## src/rtl/mult_seq_if.sv

```systemverilog
// Handshake/data bundle between the execute-stage multdiv issue logic and the
// sequential multiplier.
//   ctrl_MULT       start pulse, operands sampled on the same edge
//   data_operandA/B signed operands (two's complement)
//   data_result     low WIDTH bits of the signed product
//   data_exception  product does not fit WIDTH-bit signed (valid with RDY)
//   data_resultRDY  one-cycle completion strobe
//   busy            multiplier is iterating
// master = requester side, slave = multiplier side.
interface mult_seq_if #(parameter int WIDTH = 32);
  logic             ctrl_MULT;
  logic [WIDTH-1:0] data_operandA;
  logic [WIDTH-1:0] data_operandB;
  logic [WIDTH-1:0] data_result;
  logic             data_exception;
  logic             data_resultRDY;
  logic             busy;

  modport master (
    output ctrl_MULT, data_operandA, data_operandB,
    input  data_result, data_exception, data_resultRDY, busy
  );

  modport slave (
    input  ctrl_MULT, data_operandA, data_operandB,
    output data_result, data_exception, data_resultRDY, busy
  );
endinterface

```

## src/rtl/mult_seq.sv

```systemverilog
// Sequential signed WIDTH x WIDTH shift-and-add multiplier.
// Operates on magnitudes: the multiplicand shifts left and the multiplier
// shifts right one place per cycle, conditionally accumulating into a
// 2*WIDTH accumulator. The sign is reapplied on the final step, when the low
// half and an overflow flag are registered alongside a one-cycle ready strobe.
// Ports:
//   clock  rising-edge system clock
//   reset  synchronous, active-high
//   bus    mult_seq_if.slave (start, operands, result, exception, ready, busy)
module mult_seq #(
  parameter int WIDTH = 32
) (
  input  logic        clock,
  input  logic        reset,
  mult_seq_if.slave   bus
);

  localparam int CW = $clog2(WIDTH) + 1;

  typedef enum logic [1:0] {IDLE, RUN, DONE} state_e;

  state_e             state_q, state_d;
  logic [2*WIDTH-1:0] mcand_q, mcand_d;
  logic [2*WIDTH-1:0] acc_q, acc_d;
  logic [WIDTH-1:0]   mplr_q, mplr_d;
  logic [WIDTH-1:0]   result_q, result_d;
  logic [CW-1:0]      cnt_q, cnt_d;
  logic               neg_q, neg_d;
  logic               exc_q, exc_d;
  logic               rdy_q, rdy_d;

  logic [WIDTH-1:0]   mag_a, mag_b;
  logic [2*WIDTH-1:0] acc_step, prod;
  logic [WIDTH:0]     prod_hi;

  always_comb begin
    // Most negative value negates to itself, which is the correct unsigned
    // magnitude, so no special case is needed.
    mag_a = bus.data_operandA[WIDTH-1] ? ({WIDTH{1'b0}} - bus.data_operandA)
                                       : bus.data_operandA;
    mag_b = bus.data_operandB[WIDTH-1] ? ({WIDTH{1'b0}} - bus.data_operandB)
                                       : bus.data_operandB;

    // Accumulator value after the current RUN step; on the last step this is
    // the final magnitude, so the signed product is formed from it directly.
    acc_step = acc_q + (mplr_q[0] ? mcand_q : {2*WIDTH{1'b0}});
    prod     = neg_q ? ({2*WIDTH{1'b0}} - acc_step) : acc_step;
    prod_hi  = prod[2*WIDTH-1:WIDTH-1];

    state_d  = state_q;
    mcand_d  = mcand_q;
    acc_d    = acc_q;
    mplr_d   = mplr_q;
    result_d = result_q;
    cnt_d    = cnt_q;
    neg_d    = neg_q;
    exc_d    = exc_q;
    rdy_d    = 1'b0;

    if (bus.ctrl_MULT) begin
      // Start or restart from any state; a pending strobe is dropped.
      mcand_d = {{WIDTH{1'b0}}, mag_a};
      mplr_d  = mag_b;
      neg_d   = bus.data_operandA[WIDTH-1] ^ bus.data_operandB[WIDTH-1];
      acc_d   = '0;
      cnt_d   = '0;
      state_d = RUN;
    end else begin
      case (state_q)
        IDLE: ;
        RUN: begin
          acc_d   = acc_step;
          mcand_d = mcand_q << 1;
          mplr_d  = mplr_q >> 1;
          cnt_d   = cnt_q + CW'(1);
          if (cnt_q == CW'(WIDTH - 1)) begin
            state_d  = DONE;
            result_d = prod[WIDTH-1:0];
            // Representable only if the upper half plus the result sign bit
            // are a pure sign extension.
            exc_d    = !((&prod_hi) || !(|prod_hi));
            rdy_d    = 1'b1;
          end
        end
        DONE:    state_d = IDLE;
        default: state_d = IDLE;
      endcase
    end
  end

  always_ff @(posedge clock) begin
    if (reset) begin
      state_q  <= IDLE;
      mcand_q  <= '0;
      acc_q    <= '0;
      mplr_q   <= '0;
      result_q <= '0;
      cnt_q    <= '0;
      neg_q    <= 1'b0;
      exc_q    <= 1'b0;
      rdy_q    <= 1'b0;
    end else begin
      state_q  <= state_d;
      mcand_q  <= mcand_d;
      acc_q    <= acc_d;
      mplr_q   <= mplr_d;
      result_q <= result_d;
      cnt_q    <= cnt_d;
      neg_q    <= neg_d;
      exc_q    <= exc_d;
      rdy_q    <= rdy_d;
    end
  end

  assign bus.data_result    = result_q;
  assign bus.data_exception = exc_q;
  assign bus.data_resultRDY = rdy_q;
  assign bus.busy           = (state_q == RUN);

endmodule

```

## src/flat_wrapper.sv

```systemverilog
// flat-port wrapper written by rule: the top's interface ports become plain ports
module mult_seq_flat 
#(
  parameter int WIDTH = 32
)
  (clock, reset, bus_ctrl_MULT, bus_data_operandA, bus_data_operandB, bus_data_result, bus_data_exception, bus_data_resultRDY, bus_busy);
  mult_seq_if #(.WIDTH(WIDTH)) bus_i ();
  input  logic clock;
  input  logic reset;
  input wire logic [$bits(bus_i.ctrl_MULT)-1:0] bus_ctrl_MULT;
  input wire logic [$bits(bus_i.data_operandA)-1:0] bus_data_operandA;
  input wire logic [$bits(bus_i.data_operandB)-1:0] bus_data_operandB;
  output wire logic [$bits(bus_i.data_result)-1:0] bus_data_result;
  output wire logic [$bits(bus_i.data_exception)-1:0] bus_data_exception;
  output wire logic [$bits(bus_i.data_resultRDY)-1:0] bus_data_resultRDY;
  output wire logic [$bits(bus_i.busy)-1:0] bus_busy;
  assign bus_i.ctrl_MULT = bus_ctrl_MULT;
  assign bus_i.data_operandA = bus_data_operandA;
  assign bus_i.data_operandB = bus_data_operandB;
  assign bus_data_result = bus_i.data_result;
  assign bus_data_exception = bus_i.data_exception;
  assign bus_data_resultRDY = bus_i.data_resultRDY;
  assign bus_busy = bus_i.busy;
  mult_seq #(.WIDTH(WIDTH)) u_core (.clock(clock), .reset(reset), .bus(bus_i));
endmodule
```

## config.mk

```make
export PLATFORM = sky130hd
export DESIGN_NAME = mult_seq_flat
export DESIGN_NICKNAME = d
export VERILOG_FILES = /design/src/rtl/mult_seq_if.sv /design/src/rtl/mult_seq.sv /design/src/flat_wrapper.sv
export SDC_FILE = /design/constraint.sdc
export NUM_CORES = 1
export LEC_CHECK = 0
export CORE_MARGIN = 2
export CORE_UTILIZATION = 43
export CTS_BUF_LIST = sky130_fd_sc_hd__clkbuf_8
export DETAILED_ROUTE_END_ITERATION = 12
export GPL_ROUTABILITY_DRIVEN = 0
export PLACE_DENSITY = 0.61
export SYNTH_ARGS = -nofsm -noshare
export SYNTH_HDL_FRONTEND = slang
export SYNTH_SLANG_ARGS = --single-unit
```

## constraint.sdc

```tcl
create_clock -name clock -period 13.9 [get_ports clock]
set_input_delay 1.39 -clock clock [delete_from_list [all_inputs] [get_ports clock]]
set_output_delay 1.39 -clock clock [all_outputs]
set_load 0.02 [all_outputs]
```

### Word level (Yosys, flattened, before mapping)

Cells that the tools add are included.

* memories: 0
* input port bits: 67
* bits in latches: 0
* output and inout port bits: 35
* bits in read-only memories: 0
* RAM bits: 0
* flip-flop bits (word level): 203

* muxes and demuxes: 12
* bitwise operators: 4
* div/mod/pow operators: 0
* $mul: 0
* order comparisons: 0
* reduce and logical (&&, ||, !) cells: 12
* add/sub/neg operators: 5
* equal/unequal tests: 5
* shifts and indexed selects: 0

Operators with widths (count)
* two-way mux 32 bit: 6
* two-way mux 64 bit: 2
* adder 64 bit: 1
* subtractor 1 x 32 -> 32 bit (first input constant): 2
* subtractor 1 x 64 -> 64 bit (first input constant): 1
* AND reduction 33 bit: 1
* OR reduction 33 bit: 1
* adder 6 x 1 -> 6 bit (second input constant): 1
* equality test 6 x 5 -> 1 bit (second input constant): 1
* one-hot mux 2 bit (2 select lines): 1
* AND reduction 2 bit: 2
* != test 3 x 2 -> 1 bit (second input constant): 1
* inverter 1 bit: 3
* AND reduction 3 bit: 1
* OR reduction 3 bit: 1
* equality test 2 x 1 -> 1 bit (second input constant): 1
* logical NOT 1 bit: 2
* logical NOT 2 bit: 1
* two-way mux 1 bit: 2
* two-way mux 2 bit: 1
* != test 2 x 1 -> 1 bit (second input constant): 1
* != test 2 bit (second input constant): 1
* nonzero test 2 bit: 1
* OR reduction 2 bit: 1
* 2 further kinds: 2

### Depth between registers and ports, before layout

Gate-level depths: netlist of run 1.

* depth in word-level cells: 8
* depth in mapped cells: 22

### Worst setup path before layout of run 1

Ideal clock, no wire load.

* path type: register to register
* from: register u_core.mplr_q[0]
* to: register u_core.exc_q (netlist: u_core.bus.data_exception)
* arrival time: 5.523 ns
* path slack: 8.261 ns
* stages on the path, launching flop included: 22
* path buffers: 3
* data required time: 13.785 ns
* cell sequence: dfxtp_1 -> clkbuf_1 -> clkbuf_1 -> and2_1 -> ha_1 -> fa_1 -> a211oi_1 -> nor4_1 -> a211oi_2 -> o21ai_1 -> xor2_1 -> or4b_1 -> or3b_4 -> or3_1 -> buf_6 -> or3_1 -> o21ai_0 -> xor2_1 -> or4b_1 -> nor4_1 -> nand3_1 -> a31o_1

* cells in the longest elaborated chain, start to end: 8

RTL lines
* from (decl): RTL line mult_seq.sv:25 `logic [WIDTH-1:0] mplr_q, mplr_d;`
* from (signal assigned): RTL line mult_seq.sv:106 `mplr_q <= mplr_d;`
* two-way mux 64 bit (*): RTL line mult_seq.sv:46 `acc_step = acc_q + (mplr_q[0] ? mcand_q : {2*WIDTH{1'b0}});`
* adder 64 bit (*): RTL line mult_seq.sv:46
* subtractor 1 x 64 -> 64 bit: RTL line mult_seq.sv:47 `prod = neg_q ? ({2*WIDTH{1'b0}} - acc_step) : acc_step;`
* two-way mux 64 bit (*): RTL line mult_seq.sv:47
* OR reduction 33 bit: RTL line mult_seq.sv:81 `exc_d = !((&prod_hi) || !(|prod_hi));`
* logical NOT 1 bit: RTL line mult_seq.sv:81
* logical OR 1 bit (*): RTL line mult_seq.sv:81
* logical NOT 1 bit (*): RTL line mult_seq.sv:81
* to (signal assigned): RTL line mult_seq.sv:100 `exc_q <= 1'b0;`
* to (signal assigned): RTL line mult_seq.sv:110 `exc_q <= exc_d;`
* to (decl): RTL line mult_seq.sv:29 `logic exc_q, exc_d;`

Mark *: on every way between the ends. The rest lies on a longest branch, timed or not.
A chain may end at the register's enable or synchronous reset.

### Worst setup path in the final report of run 1

Same ends and word-level chain as after synthesis.

==> results.py, run 1 <==
metrics = {
    "status": {
        "outcome": "completed",
    },
    "logic_synthesis": {
        "synthArstFlopShare_pct": 0,
        "syn_inst": 2239,
        "synthMuxAreaShare_pct": 0.518,
        "synth_top_area_share_pct": 25.9,
        "syn_avg_cell_area_um2": 7.01,
        "syn-num-nets": 2374,
        "synth-simple-area-share_pct": 28.6,
        "synth_cell_types": 89,
        "synth-seq-cells": 203,
        "ys_top_cells_by_area": "dfxtp_1 26%, nand2_1 10%, a21oi_1 9.8%, xnor2_1 5.9%, ha_1 5.3%",
        "synthAdderAreaFrac_pct": 5.47,
        "synth_xor_area_share_pct": 9.15,
        "synth-compound-area-share_pct": 25.8,
        "synth.cell_area_mm2": 0.0157,
        "synth_top_area_cell": "dfxtp_1",
        "synth_top_family_by_area": "simple AND/OR/NAND/NOR gates",
        "synthFlopType": "dfxtp_1",
        "synth-edff-count": 0,
        "yosys_warnings": 0,
        "synth-seq-area-share_pct": 25.9,
    },
    "sta": {
        "slew_viol_final": 0,
        "clock-skew-final_ns": 0.0341,
        "rsz0062_at_grt": "false",
        "period_share_pct": 49.1,
        "finalSetupViolCount": 0,
        "period_needed_ns": 6.83,
        "finalSetupTns_ns": 0,
        "max_freq_ghz": 0.147,
        "hold_viol": 0,
        "worstMarginPinSlew_ns": 1.11,
        "max_slew_margin_pct": 25.7,
    },
    "worst_setup_path": {
        "end_kind": "flip-flop",
        "worstPathCellList": "and2_1 > ha_1 > a21oi_1 > o21ai_1 > a211oi_1 > xnor2_1 > or2_1 > nor4_1 > nand3_1 > or3_1 > or4_1 > a21oi_1 > o31ai_1 > or4b_1 > nor4_1 > nand3_1 > a31o_1",
        "critPathMaxStageDelay_ns": 0.93,
        "cp_top_family": "simple AND/OR/NAND/NOR gates",
        "critPathMaxFanout": 32,
        "cp.arrival_ns": 7.31,
        "crit_type": "reg2reg",
        "cp_slowest_cell": "dfxtp_1",
        "worstPathRequired_ns": 14.39,
        "critPathBufInv": 0,
        "crit_path_start_kind": "flip-flop",
        "reg2reg_slack_ns": 7.07,
    },
    "floorplan": {
        "fp.dieW_um": 195,
        "fp.coreArea_mm2": 0.0357,
        "io_pins": 102,
        "die_h_um": 195,
        "num_rows": 69,
        "initial_core_util_pct": 43.9,
        "dieArea_mm2": 0.0380,
    },
    "global_route": {
        "grt_use_total_pct": 24.5,
        "antenna_found_initial": 0,
        "grt_pass1_vias": 14549,
        "overflow": 0,
        "grt_pass1_wl_um": 76300,
        "grt_max_degree": 84,
    },
    "final_layout": {
        "drive_gt1_share_pct": 4.99,
        "final_util_pct": 49.1,
        "final_nets": 2374,
        "register_area_mm2": 0.00407,
        "area_growth_pct": 11.9,
        "multi_input_area_mm2": 0.0109,
        "fillers": 3675,
    },
    "route": {
        "dr.pass1.iters": 5,
        "dr.first_iter.drc_count": 1141,
        "wl_per_cell_um": 17.6,
        "viasPerCell": 5.86,
        "detail-route-antenna-nets": 0,
        "vias": 15981,
        "routed_wl_um": 48100,
        "drc_errors": 0,
    },
    "cts": {
        "post_cts_resized": 0,
        "clk_latency_ns": 0.61,
        "htree_levels": 2,
        "clockBufferDepth": 3,
        "postCtsHoldBufs": 0,
        "cts.sinks": 203,
        "numCtsBuffers": 39,
        "postCtsSetupRepairBufs": 0,
        "clk_pin_slew_ns": 0.05,
        "clockRootBuffer": "clkbuf_8",
        "cts_tree": "yes",
    },
    "job": {
        "drv_cap": 0,
    },
    "placed_design": {
        "numPortBuffers": 101,
        "dpl.hpwl_um": 35200,
    },
    "worst_hold_path": {
        "hp-class": "reg2reg",
    },
    "pwr": {
        "cellLeakagePower_nw": 6.30,
        "ir_drop_mv": 0.0718,
        "pwr_density_cell_mw_per_mm2": 84.0,
    },
}
metrics by stage:
stage | setup WS (ns) | instances | hold slack (ns) | instance area [um2] | total power, mW
6_report | 7.07 | 2726 | 0.450 | 17600 | 1.47
5_1_grt | 6.43 | 2725 | 0.478 | 17600 | 1.55
4_1_cts | 7.17 | 2725 | 0.457 | 17600 | 1.49
3_5_place_dp | 7.18 | 2659 | 0.449 | 16800 | 0.864
3_3_place_gp | 7.32 | 2659 | 0.445 | 16800 | 0.861
2_1_floorplan | 8.26 | 2239 | 0.436 | 15700 | 0.792
sequential cells by signal, summed over array words and instances (netlist names):
register / count
u_core.bus.data_exception: 1
u_core.neg_q: 1
u_core.cnt_q: 6
u_core.state_q: 2
u_core.mplr_q: 32
u_core.bus.data_resultRDY: 1
u_core.bus.data_result: 32
u_core.acc_q: 64
u_core.mcand_q: 64
tightest hold or removal path, stage by stage (launching register included):
cell	delay, ns
dfxtp_1	0.30
nand2_1	0.05
a21oi_1	0.05
cells in the mapped netlist, types with 5 or more instances:
cell,number
nand2_1,425
a21oi_1,306
nor2_1,213
dfxtp_1,203
clkbuf_1,119
xnor2_1,106
o21ai_0,88
and2_1,77
ha_1,67
xor2_1,58
a211oi_1,57
nand4_1,44
nor3_1,37
o31ai_1,34
inv_1,27
nand3_1,24
or4_1,23
or3_1,21
buf_2,20
nand2b_1,19
nor4_1,18
a21o_1,16
a31oi_1,16
o41ai_1,15
o21ai_1,14
buf_1,12
o211ai_1,12
o21bai_1,12
or2_2,9
o21a_1,8
a211o_1,7
mux2i_1,7
nand3b_1,7
nand4b_1,7
and3_1,6
o2111ai_1,6
a2111oi_0,5
a22oi_1,5
a311oi_1,5
nor2b_1,5
area by class of cell:
cell class	count	share of cell area, %
multi-input cells	1855	62.2
flip-flops and latches	203	23.2
repair buffers	113	6.24
clock buffers	47	3.68
well taps	461	3.29
clock inverters	19	0.812
inverters	27	0.591
diodes	1	0.0143
routing by layer:
metal | vias to the layer above | share of wire (%) | global-route usage [%]
met3 | 96 | 7.3 | 4.85
met1 | 7417 | 46 | 33.8
met4 | 0 | 3.1 | 8.14
met2 | 521 | 43 | 38.3
met5 | - | 0 | 0
li1 | 7947 | - | -
layout by cell type (no fill, tap or decap), drive strengths merged, types with 59 or more instances in the layout:
master,count
a211oi,59
a21oi,308
nand2,425
xnor2,106
dfxtp,203
and2,77
o21ai,102
nor2,213
ha,67
clkdlybuf4s50,99
cells by family (layout without fill, tap and decap cells):
family / Yosys count / count (layout)
muxes: 8 / 8
other: 0 / 1
DFF: 203 / 203
adders and majority gates: 68 / 68
xor gates and xnor gates: 164 / 164
AOI/OAI and AO/OA: 654 / 654
buffers and inverters: 181 / 206
and+or+nand+nor: 961 / 961
path summary, 6_finish.rpt:
path / depth (start not counted) / endpoint / from
worst min-delay path: 2 / u_core.bus.data_result[14]$_SDFFE_PP0P_ / u_core.bus.data_result[14]$_SDFFE_PP0P_
worst max register to register: 17 / u_core.bus.data_exception$_SDFFE_PP0P_ / u_core.mplr_q[0]$_SDFFE_PP0P_
worst min register to register: 2 / u_core.bus.data_result[14]$_SDFFE_PP0P_ / u_core.bus.data_result[14]$_SDFFE_PP0P_
worst max-delay path: 17 / u_core.bus.data_exception$_SDFFE_PP0P_ / u_core.mplr_q[0]$_SDFFE_PP0P_
power breakdown:
part / total (mW) / internal [mW] / leakage [nW] / switching, mW
logic: 0.242 / 0.0920 / 4.21 / 0.150
registers: 0.612 / 0.598 / 1.65 / 0.0148
clock network: 0.620 / 0.343 / 0.439 / 0.277
total: 1.47 / 1.03 / 6.30 / 0.442
Power figures use the tool's default switching activity.
==> run 2, diff against run 1 <==
--- a/config.mk
+++ b/config.mk
@@ -10,7 +10,7 @@
 export CTS_BUF_LIST = sky130_fd_sc_hd__clkbuf_8
 export DETAILED_ROUTE_END_ITERATION = 12
 export GPL_ROUTABILITY_DRIVEN = 0
-export PLACE_DENSITY = 0.61
+export PLACE_DENSITY = 0.63
 export SYNTH_ARGS = -nofsm -noshare
 export SYNTH_HDL_FRONTEND = slang
 export SYNTH_SLANG_ARGS = --single-unit
==> constraint.sdc (replaced) <==
create_clock -name clock -period 6.05 [get_ports clock]
set_input_delay 0.605 -clock clock [delete_from_list [all_inputs] [get_ports clock]]
set_output_delay 0.605 -clock clock [all_outputs]
set_load 0.02 [all_outputs]
==> results.py, run 2 (synthesis results as in run 1) <==
metrics = {
    "job": {
        "drv_cap": 0,
    },
    "final_layout": {
        "multi_input_area_mm2": 0.0110,
        "drive_gt1_share_pct": 9.07,
        "register_area_mm2": 0.00407,
        "layout.cells.non_filler": 2809,
        "fillers": 3586,
        "reg_top3": "u_core.acc_q x64, u_core.mcand_q x64",
        "diodes": 0,
        "final_nets": 2463,
        "mostFrequentLayoutCells": "425 x nand2_1, 302 x a21oi_1, 213 x nor2_1, 201 x dfxtp_1, 106 x xnor2_1",
        "area_growth_pct": 16.5,
        "mostFrequentLayoutCell": "nand2_1",
        "stdcell_area_mm2": 0.0183,
    },
    "pwr": {
        "ir_drop_mv": 0.122,
        "cellLeakagePower_nw": 6.75,
        "pwr_density_cell_mw_per_mm2": 183,
    },
    "worst_setup_path": {
        "end_kind": "flip-flop",
        "crit_type": "reg2reg",
        "reg2reg_slack_ns": 0.31,
        "worstPathRequired_ns": 6.52,
        "cp.arrival_ns": 6.21,
        "critPathMaxFanout": 22,
        "crit_path_start_kind": "flip-flop",
    },
    "worst_hold_path": {
        "hp-class": "in2reg",
    },
    "route": {
        "drc_errors": 0,
        "routed_wl_um": 49200,
        "dr.first_iter.drc_count": 1109,
        "dr.pass1.iters": 7,
        "wl_per_cell_um": 17.5,
        "detail-route-antenna-nets": 0,
        "vias": 16524,
        "viasPerCell": 5.88,
    },
    "cts": {
        "clockRootBuffer": "clkbuf_8",
        "numCtsBuffers": 38,
        "clk_latency_ns": 0.59,
        "clockBufferDepth": 3,
        "postCtsHoldBufs": 0,
        "cts_tree": "yes",
        "clk_pin_slew_ns": 0.06,
        "cts.sinks": 203,
        "htree_levels": 2,
    },
    "placed_design": {
        "placed_cell_area_mm2": 0.0174,
        "place_inst": 2746,
        "place_ws_ns": -0.0606,
        "dpl.hpwl_um": 37000,
        "numPortBuffers": 101,
    },
    "global_route": {
        "antenna_found_initial": 0,
        "grt_pass1_wl_um": 79100,
        "grt_use_total_pct": 25.2,
        "grt_pass1_vias": 15327,
        "grt_max_degree": 126,
        "overflow": 0,
    },
    "status": {
        "outcome": "completed",
    },
    "sta": {
        "clock-skew-final_ns": 0.0422,
        "worstMarginPinSlew_ns": 1.15,
        "period_needed_ns": 5.74,
        "setup_ws_ns": 0.312,
        "max_freq_ghz": 0.174,
        "finalSetupTns_ns": 0,
        "slew_viol_final": 0,
        "finalSetupViolCount": 0,
        "hold_viol": 0,
        "period_share_pct": 94.8,
        "max_slew_margin_pct": 23.4,
    },
    "floorplan": {
        "num_rows": 69,
        "fp.coreArea_mm2": 0.0357,
        "die_h_um": 195,
        "dieArea_mm2": 0.0380,
        "initial_core_util_pct": 43.9,
        "fp.dieW_um": 195,
        "io_pins": 102,
    },
}
run 2: per-stage QoR:
step	hold slack (ns)	util [%]	total power, mW
3_5_place_dp	0.448	48.7	2.02
5_1_grt	0.402	51.1	3.50
3_3_place_gp	0.447	48.7	2.01
2_1_floorplan	0.436	-	1.82
6_report	0.374	51.1	3.34
4_1_cts	0.339	50.8	3.37
run 2: cell type report:
type	count	share of cell area, %
clock inverter	18	0.883
sequential	203	22.3
clock buffer	42	3.16
timing repair buffer	203	9.71
inverter	27	0.568
multi-input combinational	1855	60.3
tap	461	3.16
run 2: per-layer routing:
metal	routed length, um	GRT usage [%]	part of all wire, %	vias to the layer above
met1	21900	34.5	44	7679
met2	21700	40.1	44	610
met3	3840	3.89	7.8	119
met5	0	0	0	-
li1	-	-	-	8116
met4	1730	9.19	3.5	0
run 2: power breakdown:
part / switching [mW] / internal (mW) / total [mW]
combinational: 0.350 / 0.243 / 0.593
sequential: 0.0383 / 1.37 / 1.41
clock: 0.612 / 0.725 / 1.34
run 2: critical path, cell delays in order (launching register included):
cell and delay [ns]:
dfxtp_4 0.41, buf_4 0.19, and2_1 0.14, ha_2 0.42
nand4_2 0.24, nor4_4 0.41, a211oi_1 0.15, o21a_2 0.22
o22ai_4 0.23, or4b_1 0.51, or3b_4 0.45, or3_1 0.46
buf_4 0.20, o21a_1 0.18, xnor2_1 0.19, nand4_1 0.12
or4b_1 0.55, nor4_2 0.24, nand3_1 0.10, a31o_1 0.19
run 2: what timing repair did:
action                     in CTS  in global routing
setup endpoints to repair       1                  1
gates resized for setup         1                 27
buffers inserted                0                  3
pin swaps                       0                  2
run 2: path summary, 6_finish.rpt:
check / cells after the start / from / end
max reg2reg: 19 / u_core.mplr_q[0]$_SDFFE_PP0P_ / u_core.bus.data_exception$_SDFFE_PP0P_
max: 19 / u_core.mplr_q[0]$_SDFFE_PP0P_ / u_core.bus.data_exception$_SDFFE_PP0P_
min reg2reg: 2 / u_core.mcand_q[46]$_SDFFE_PP0P_ / u_core.mcand_q[47]$_SDFFE_PP0P_
min: 3 / bus_ctrl_MULT / u_core.neg_q$_SDFFE_PP0P_
